<file path="config.mk">
export PLATFORM = sky130hd
export DESIGN_NAME = wbarb
export DESIGN_NICKNAME = d
export VERILOG_FILES = /design/src/rtl/wbarb_pkg.sv /design/src/rtl/wbarb_wbq.sv /design/src/rtl/wbarb.sv
export SDC_FILE = /design/constraint.sdc
export NUM_CORES = 1
export LEC_CHECK = 0
export ABC_AREA = 1
export CAP_MARGIN = 20
export CORE_MARGIN = 5
export CORE_UTILIZATION = 45
export CTS_CLUSTER_DIAMETER = 60
export CTS_CLUSTER_SIZE = 16
export DETAILED_ROUTE_END_ITERATION = 6
export DONT_BUFFER_PORTS = 1
export GPL_TIMING_DRIVEN = 0
export PLACE_DENSITY_LB_ADDON = 0.12
export SLEW_MARGIN = 20
export SYNTH_ARGS = -nofsm -noshare
export SYNTH_HDL_FRONTEND = slang
export SYNTH_HIERARCHICAL = 1
export SYNTH_SLANG_ARGS = --single-unit
</file>
<file path="constraint.sdc">
create_clock -name clk -period 7.4 [get_ports clk]
set_input_delay 1.11 -clock clk [delete_from_list [all_inputs] [get_ports clk]]
set_output_delay 1.11 -clock clk [all_outputs]
set_load 0.05 [all_outputs]
</file>
<file path="src/rtl/wbarb_pkg.sv">
// Shared helpers for the writeback arbiter.
// Pure combinational utilities; no state, no handshakes.
package wbarb_pkg;

    localparam int WB_DEF_WIDTH  = 64;
    localparam int WB_DEF_DEPTH  = 64;
    localparam int WB_DEF_SRCS   = 4;
    localparam int WB_DEF_WPORTS = 2;
    localparam int WB_DEF_QDEPTH = 2;

    // Source visited at scan position 'off' when the scan starts at 'base'.
    function automatic int rr_idx(input int base, input int off, input int n);
        return (base + off) % n;
    endfunction

endpackage

</file>
<file path="src/rtl/wbarb_wbq.sv">
// Per-source result queue: circular buffer with read/write pointers and occupancy count.
// Latency: a push is visible on dout the cycle after; ready is from the registered count only.
module wbq #(
    parameter int dw     = 70,
    parameter int qdepth = 2
) (
    input  logic          clk,
    input  logic          rst,
    input  logic          push,
    input  logic          pop,
    input  logic [dw-1:0] din,
    output logic [dw-1:0] dout,
    output logic          empty,
    output logic          ready
);
    import wbarb_pkg::*;

    localparam int pw = $clog2(qdepth);
    localparam int cw = pw + 1;

    logic [dw-1:0] mem [qdepth];
    logic [pw-1:0] wptr;
    logic [pw-1:0] rptr;
    logic [cw-1:0] count;
    logic          do_push;
    logic          do_pop;

    assign ready   = (count != cw'(qdepth));
    assign empty   = (count == '0);
    assign dout    = mem[rptr];
    assign do_push = push & ready;
    assign do_pop  = pop & ~empty;

    // Pointers wrap for free because qdepth is a power of two.
    always_ff @(posedge clk) begin
        if (rst) begin
            wptr  <= '0;
            rptr  <= '0;
            count <= '0;
        end else begin
            if (do_push) wptr <= wptr + 1'b1;
            if (do_pop)  rptr <= rptr + 1'b1;
            case ({do_push, do_pop})
                2'b10:   count <= count + 1'b1;
                2'b01:   count <= count - 1'b1;
                default: count <= count;
            endcase
        end
    end

    always_ff @(posedge clk) begin
        if (do_push) mem[wptr] <= din;
    end

endmodule

</file>
<file path="src/rtl/wbarb.sv">
// Writeback arbiter: per-source queues feed up to wports distinct-address register file writes per cycle.
// Latency: 2 cycles handshake to wena; a producer stalls only when its own queue is full.
module wbarb #(
    parameter int width  = 64,
    parameter int depth  = 64,
    parameter int srcs   = 4,
    parameter int wports = 2,
    parameter int qdepth = 2
) (
    input  logic                                  clk,
    input  logic                                  rst,
    input  logic [srcs-1:0]                       src_valid,
    output logic [srcs-1:0]                       src_ready,
    input  logic [srcs-1:0][$clog2(depth)-1:0]    src_addr,
    input  logic [srcs-1:0][width-1:0]            src_value,
    output logic [wports-1:0][$clog2(depth)-1:0]  waddr,
    output logic [wports-1:0][width-1:0]          wvalue,
    output logic [wports-1:0]                     wena,
    output logic                                  idle
);
    import wbarb_pkg::*;

    localparam int aw = $clog2(depth);
    localparam int sw = (srcs > 1) ? $clog2(srcs) : 1;

    typedef struct packed {
        logic [aw-1:0]    addr;
        logic [width-1:0] value;
    } wbreq_t;

    wbreq_t            head     [srcs];
    logic [srcs-1:0]   q_empty;
    logic [srcs-1:0]   grant;
    wbreq_t            port_req [wports];
    logic [wports-1:0] port_vld;
    logic [sw-1:0]     rr;
    logic [sw-1:0]     last_g;
    logic [sw-1:0]     rr_nxt;

    for (genvar i = 0; i < srcs; i++) begin : g_q
        wbq #(
            .dw     ($bits(wbreq_t)),
            .qdepth (qdepth)
        ) u_q (
            .clk   (clk),
            .rst   (rst),
            .push  (src_valid[i]),
            .pop   (grant[i]),
            .din   ({src_addr[i], src_value[i]}),
            .dout  (head[i]),
            .empty (q_empty[i]),
            .ready (src_ready[i])
        );
    end

    // Scan from rr; a head whose address is already granted this cycle waits for the next one.
    always_comb begin
        logic [sw-1:0] s;
        logic          clash;
        int            gcnt;
        grant    = '0;
        port_vld = '0;
        for (int k = 0; k < wports; k++) port_req[k] = '0;
        last_g = rr;
        s      = '0;
        clash  = 1'b0;
        gcnt   = 0;
        for (int off = 0; off < srcs; off++) begin
            s = sw'(rr_idx(int'(rr), off, srcs));
            if (!q_empty[s] && gcnt < wports) begin
                clash = 1'b0;
                for (int k = 0; k < wports; k++) begin
                    if (port_vld[k] && port_req[k].addr == head[s].addr) clash = 1'b1;
                end
                if (!clash) begin
                    for (int k = 0; k < wports; k++) begin
                        if (k == gcnt) begin
                            port_vld[k] = 1'b1;
                            port_req[k] = head[s];
                        end
                    end
                    grant[s] = 1'b1;
                    last_g   = s;
                    gcnt     = gcnt + 1;
                end
            end
        end
    end

    assign rr_nxt = sw'(rr_idx(int'(last_g), 1, srcs));

    always_ff @(posedge clk) begin
        if (rst) begin
            rr     <= '0;
            wena   <= '0;
            waddr  <= '0;
            wvalue <= '0;
        end else begin
            wena <= port_vld;
            for (int k = 0; k < wports; k++) begin
                if (port_vld[k]) begin
                    waddr[k]  <= port_req[k].addr;
                    wvalue[k] <= port_req[k].value;
                end
            end
            if (|grant) rr <= rr_nxt;
        end
    end

    assign idle = (&q_empty) & ~(|wena);

endmodule

</file>
==> metrics.yaml, run 1 <==
run_status:
  status: "finished, violations left"
  violations: "design-rule violations"
clock_network:
  cts_root_buffer: "clkbuf_16"
  cts_tree: "yes"
  cts_buffers: 72
  cts_sinks: 724
  cts.clk_slew.worst_paths_ns: 0.07
  ctsLongestPathBuffers: 3
  hold_buffers: 0
  htree_levels: 3
  clock_latency_ns: 0.66
logic_synthesis:
  ys_top_cells_by_count: "1,122 x nand2_1, 645 x o21ai_0, 560 x edfxtp_1"
  yosys.area.top_type: "edfxtp_1"
  synth_edf_count: 560
  synth_most_common_cell: "nand2_1"
  synth_warnings: 6
  async_flop_share_pct: 0
  ys_types: 41
  synth_flop_cell: "edfxtp_1"
  avgSynthCellArea_sq_um: 9.764
  synth_area_leaders: "edfxtp_1 44%, nand2_1 11%, mux2_4 11%"
  syn-num-nets: 4203
  syn_area_sq_um: 38140
  synth_cells: 3906
  synth_seq_cells: 724
  synth.yosys.seq_area_share_pct: 52.70
  yosysTopAreaCellShare_pct: 44.09
final_layout:
  area_delta_synth_final_pct: 11.45
  final_cell_area_sq_um: 42510
  final_util_pct: 50.71
  layout-drive-gt1-share_pct: 13.67
  fillers: 7873
  nets: 4296
setup_path:
  arrival_ns: 7.76
  crit_top_cell: "nand2_1"
  critPathKind: "register to register"
  cpPeakStageDelay_ns: 0.82
  crit_fanout: 20
  end_kind: "register"
  required_ns: 7.95
  slowest_stage: "nor2_1"
  cp-start-kind: "register"
global_routing:
  antenna_found_initial: 6
  grt_max_degree: 27
  grt_pass1_vias: 28110
  grt_pass1_wl_um: 206800
  grt_overflow: 0
  track_usage_pct: 31.79
sta:
  tightest_slew_ns: 1.198
  fin_crit_sh_pct: 97.32
  finalSetupViolations: 0
  finalMaxSlewViolations: 0
  finalHoldViolations: 0
  slew_headroom_pct: 20.16
  fmax_mhz: 138.9
  tns_ns: 0
  fin_skew_ns: 0.03072
  fin_crit_ns: 7.201
  rsz0062_at_grt: "no"
floorplan:
  die_area_sq_um: 90680
  design.core.area_sq_um: 83820
  pin_count: 433
  fp.dieW_um: 301.1
  rows: 106
  die_h_um: 301.1
  initial_core_util_pct: 45.50
job:
  cap_viol_max_count: 0
routing:
  drt_iter0_drc: 3660
  routedWlPerCell_um: 28.64
  drtAntennaViolNets: 0
  wl_um: 148700
  dr.pass1.iters: 7
  via_per_inst: 5.854
  num_vias: 30387
  drc: 10
placed_design:
  place_congestion: 0.9881
  dp_hpwl_um: 116700
  numPortBuffers: 0
  place_area_sq_um: 40090
min_path:
  hp-class: "register to register"
## logic make-up (layout without fill, tap and decap cells)
logic type / Yosys count / after routing / synth area share (%)
adders and majority gates: 11 / 11 / 0.3609
other: 0 / 4 / 0
buffers and inverters: 536 / 683 / 6.961
xor gates and xnor gates: 4 / 4 / 0.09185
DFF: 724 / 724 / 52.70
AOI/OAI and AO/OA: 895 / 895 / 12.55
and+or+nand+nor: 1398 / 1398 / 14.79
muxes: 338 / 338 / 12.55
## layout by cell type (no fill, tap or decap), types with 48 or more instances in the layout
cell type	instances
clkbuf_1	154
clkbuf_16	73
dfxtp_1	164
edfxtp_1	560
inv_1	261
mux2_4	280
mux2i_1	58
nand2_1	1122
nand3_1	134
nor2_1	80
o211ai_1	48
o21ai_0	644
o21ai_1	84
o22ai_1	79
## stage by stage
stage / setup slack, ns / hold WS, ns / instances
2_1_floorplan: 1.935 / 0.4669 / 3906
5_1_grt: 0.005038 / 0.5132 / 5187
3_3_place_gp: -1.902 / 0.4775 / 5040
3_5_place_dp: -1.966 / 0.4835 / 5062
4_1_cts: 0.1025 / 0.4997 / 5187
6_report: 0.1986 / 0.5007 / 5191
## worst paths after layout
path	end	start	slack (ns)	depth (start not counted)
hold reg to reg	register	g_q[0].u_q/rptr	0.50	2
setup / recovery	waddr[3]	rr[1]	0.20	27
setup reg to reg	waddr[3]	rr[1]	0.20	27
hold / removal	register	g_q[0].u_q/rptr	0.50	2
## repair_timing
| action | CTS | global route |
|---|---|---|
| setup endpoints to repair | 160 | 146 |
| endpoints found under the hold margin | 0 | 0 |
| gates resized for setup | 4 | 9 |
| buffers inserted | 0 | 1 |
## flip-flops by register name, indices dropped and copies added (netlist names), named ones only
name / count
waddr: 12
wena: 2
g_q.u_q/rptr: 4
rr: 2
g_q.u_q/mem: 560
g_q.u_q/wptr: 4
g_q.u_q/count: 8
wvalue: 128
## worst max-delay path: cells and delay by family, from the launching register on
| family | cells | cell delay [ns] |
|---|---|---|
| compound gates | 2 | 0.34 |
| fa+ha+maj | 2 | 0.71 |
| buf+inv | 12 | 3.57 |
| flops | 1 | 0.33 |
| simple gates | 11 | 2.10 |
## layout make-up
type / instances / area [sq um] / share of cell area [%]
diodes: 4 / 10.01 / 0.02355
plain buffers: 256 / 1610 / 3.788
clock buffers: 85 / 1882 / 4.427
clock inverters: 43 / 515.5 / 1.213
inverters: 276 / 1042 / 2.452
multi-input cells: 2646 / 15450 / 36.35
flip-flops and latches: 724 / 20100 / 47.29
well taps: 1134 / 1419 / 3.338
repair buffers: 23 / 478.0 / 1.124
## layer usage
layer / global-route usage (%) / share of wire, % / up-vias
met2: 48.47 / 43 / 1714
met1: 43.21 / 41 / 14720
met5: 0 / 0.0081 / -
met3: 10.30 / 12 / 273
met4: 10.43 / 3.9 / 2
li1: - / - / 13678
Power of run 1 is left out: the tool's default activity adds up to more than one toggle a clock period on the data nets, which glitch-free logic cannot reach.
==> run 2, diff against run 1 <==
- CTS_CLUSTER_SIZE: 16 -> unset
- MAX_ROUTING_LAYER: unset -> met4
==> metrics.yaml, run 2 (same netlist as run 1, synthesis figures left out) <==
clock_network:
  clock_latency_ns: 0.70
  cts.clk_slew.worst_paths_ns: 0.06
  cts_tree: "yes"
  cts_buffers: 84
  cts_sinks: 724
  ctsLongestPathBuffers: 3
  htree_levels: 3
  cts_root_buffer: "clkbuf_16"
  hold_buffers: 0
sta:
  setup_ws_ns: 0.2406
  fin_skew_ns: 0.04288
  slew_headroom_pct: 18.85
  fin_crit_ns: 7.159
  hold-worst-slack_ns: 0.4994
  fmax_mhz: 139.7
  finalMaxSlewViolations: 0
  rsz0062_at_grt: "yes"
  finalSetupViolations: 0
  finalHoldViolations: 0
  tightest_slew_ns: 1.217
  fin_crit_sh_pct: 96.75
routing:
  dr.pass1.iters: 6
  drc: 0
  routedWlPerCell_um: 28.56
  num_vias: 30269
  drt_iter0_drc: 3686
  via_per_inst: 5.795
  drtAntennaViolNets: 0
  wl_um: 149200
setup_path:
  crit_fanout: 28
  cpPeakStageDelay_ns: 0.52
  required_ns: 7.91
  slowest_stage: "clkbuf_1"
  cp-start-kind: "register"
  end_kind: "register"
  critPathKind: "register to register"
  arrival_ns: 7.67
  crit_top_cell: "nand2_1"
floorplan:
  initial_core_util_pct: 45.50
  rows: 106
  design.core.area_sq_um: 83820
  pin_count: 433
  die_area_sq_um: 90680
  die_h_um: 301.1
  fp.dieW_um: 301.1
final_layout:
  mostFrequentLayoutCells: "1,122 x nand2_1, 644 x o21ai_0, 560 x edfxtp_1"
  regMostFlops: "g_q.u_q/mem"
  final_common_cell: "nand2_1"
  largest_register_ffs: 560
  area_delta_synth_final_pct: 12.87
  nets: 4310
  fin_cells: 5223
  reg_top3: "g_q.u_q/mem: 560 flops, wvalue: 128 flops, waddr: 12 flops"
  layout-drive-gt1-share_pct: 14.14
  final_cell_area_sq_um: 43050
global_routing:
  antenna_found_initial: 6
  track_usage_pct: 32.80
  grt_pass1_vias: 28543
  grt_pass1_wl_um: 206700
  grt_overflow: 0
  grt_max_degree: 29
min_path:
  hp-class: "register to register"
placed_design:
  placed_cells: 5063
  numPortBuffers: 0
  place_area_sq_um: 40130
  dp_hpwl_um: 117100
  pre_cts_ws_ns: -1.835
  place_congestion: 1.023
job:
  cap_viol_max_count: 0
run_status:
  status: "finished clean"
==> run 2: cell types whose count changed in the layout (fill, tap and decap cells not counted), moves of 2 or more <==
| cell | before | now |
|---|---|---|
| buf_16 | 4 | 6 |
| buf_2 | 27 | 29 |
| bufinv_16 | 1 | 9 |
| clkbuf_1 | 154 | 156 |
| clkbuf_16 | 73 | 86 |
| clkinv_1 | 2 | 7 |
| clkinv_2 | 5 | 15 |
| clkinv_4 | 8 | 3 |
| clkinv_8 | 8 | 2 |
| diode_2 | 4 | 8 |
| inv_12 | 3 | 0 |
| inv_6 | 3 | 9 |
| inv_8 | 6 | 2 |
==> run 2: through the flow <==
stage / setup TNS, ns / utilization (%)
2_1_floorplan: 0 / -
3_3_place_gp: -218.00 / 47.19
3_5_place_dp: -232.95 / 47.88
4_1_cts: 0 / 51.32
5_1_grt: -0.04361 / 51.35
6_report: 0 / 51.36
==> run 2: final cells by class <==
class / instances / area (sq um)
Clock inverter: 53 / 659.4
Multi-Input combinational cell: 2646 / 15450
Tap cell: 1134 / 1419
Antenna cell: 8 / 20.02
Inverter: 276 / 1042
Clock buffer: 101 / 2228
Sequential cell: 724 / 20100
Fill cell: 7769 / 40770
Timing Repair Buffer: 24 / 513.0
Buffer: 257 / 1614
==> run 2: worst max-delay path, delay by kind of cell (launching register included) <==
kind | cells | cell delay [ns]
DFF | 1 | 0.33
adders and majority gates | 2 | 0.70
and+or+nand+nor | 16 | 1.88
buffers and inverters | 13 | 3.53
AOI/OAI and AO/OA | 2 | 0.46
==> run 2: repair_timing <==
| item | CTS | global route |
|---|---|---|
| buffers inserted | 1 | 0 |
| setup endpoints to repair | 160 | 105 |
| gates resized for setup | 3 | 13 |
==> run 2: final timing paths <==
path	start	end	slack, ns	cells after the start
setup reg to reg	rr[1]	wvalue[63]	0.24	33
hold / removal	g_q[2].u_q/rptr	register	0.50	2
setup / recovery	rr[1]	wvalue[63]	0.24	33
hold reg to reg	g_q[2].u_q/rptr	register	0.50	2
==> run 2: per-layer routing <==
layer / routed length [um] / GRT usage (%) / vias up
li1: - / - / 13708
met1: 59790 / 42.16 / 14630
met2: 65390 / 49.05 / 1648
met3: 18680 / 11.80 / 283
met4: 5336 / 9.931 / 0
met5: 0 / - / -
Power of run 2 is left out for the same reason.
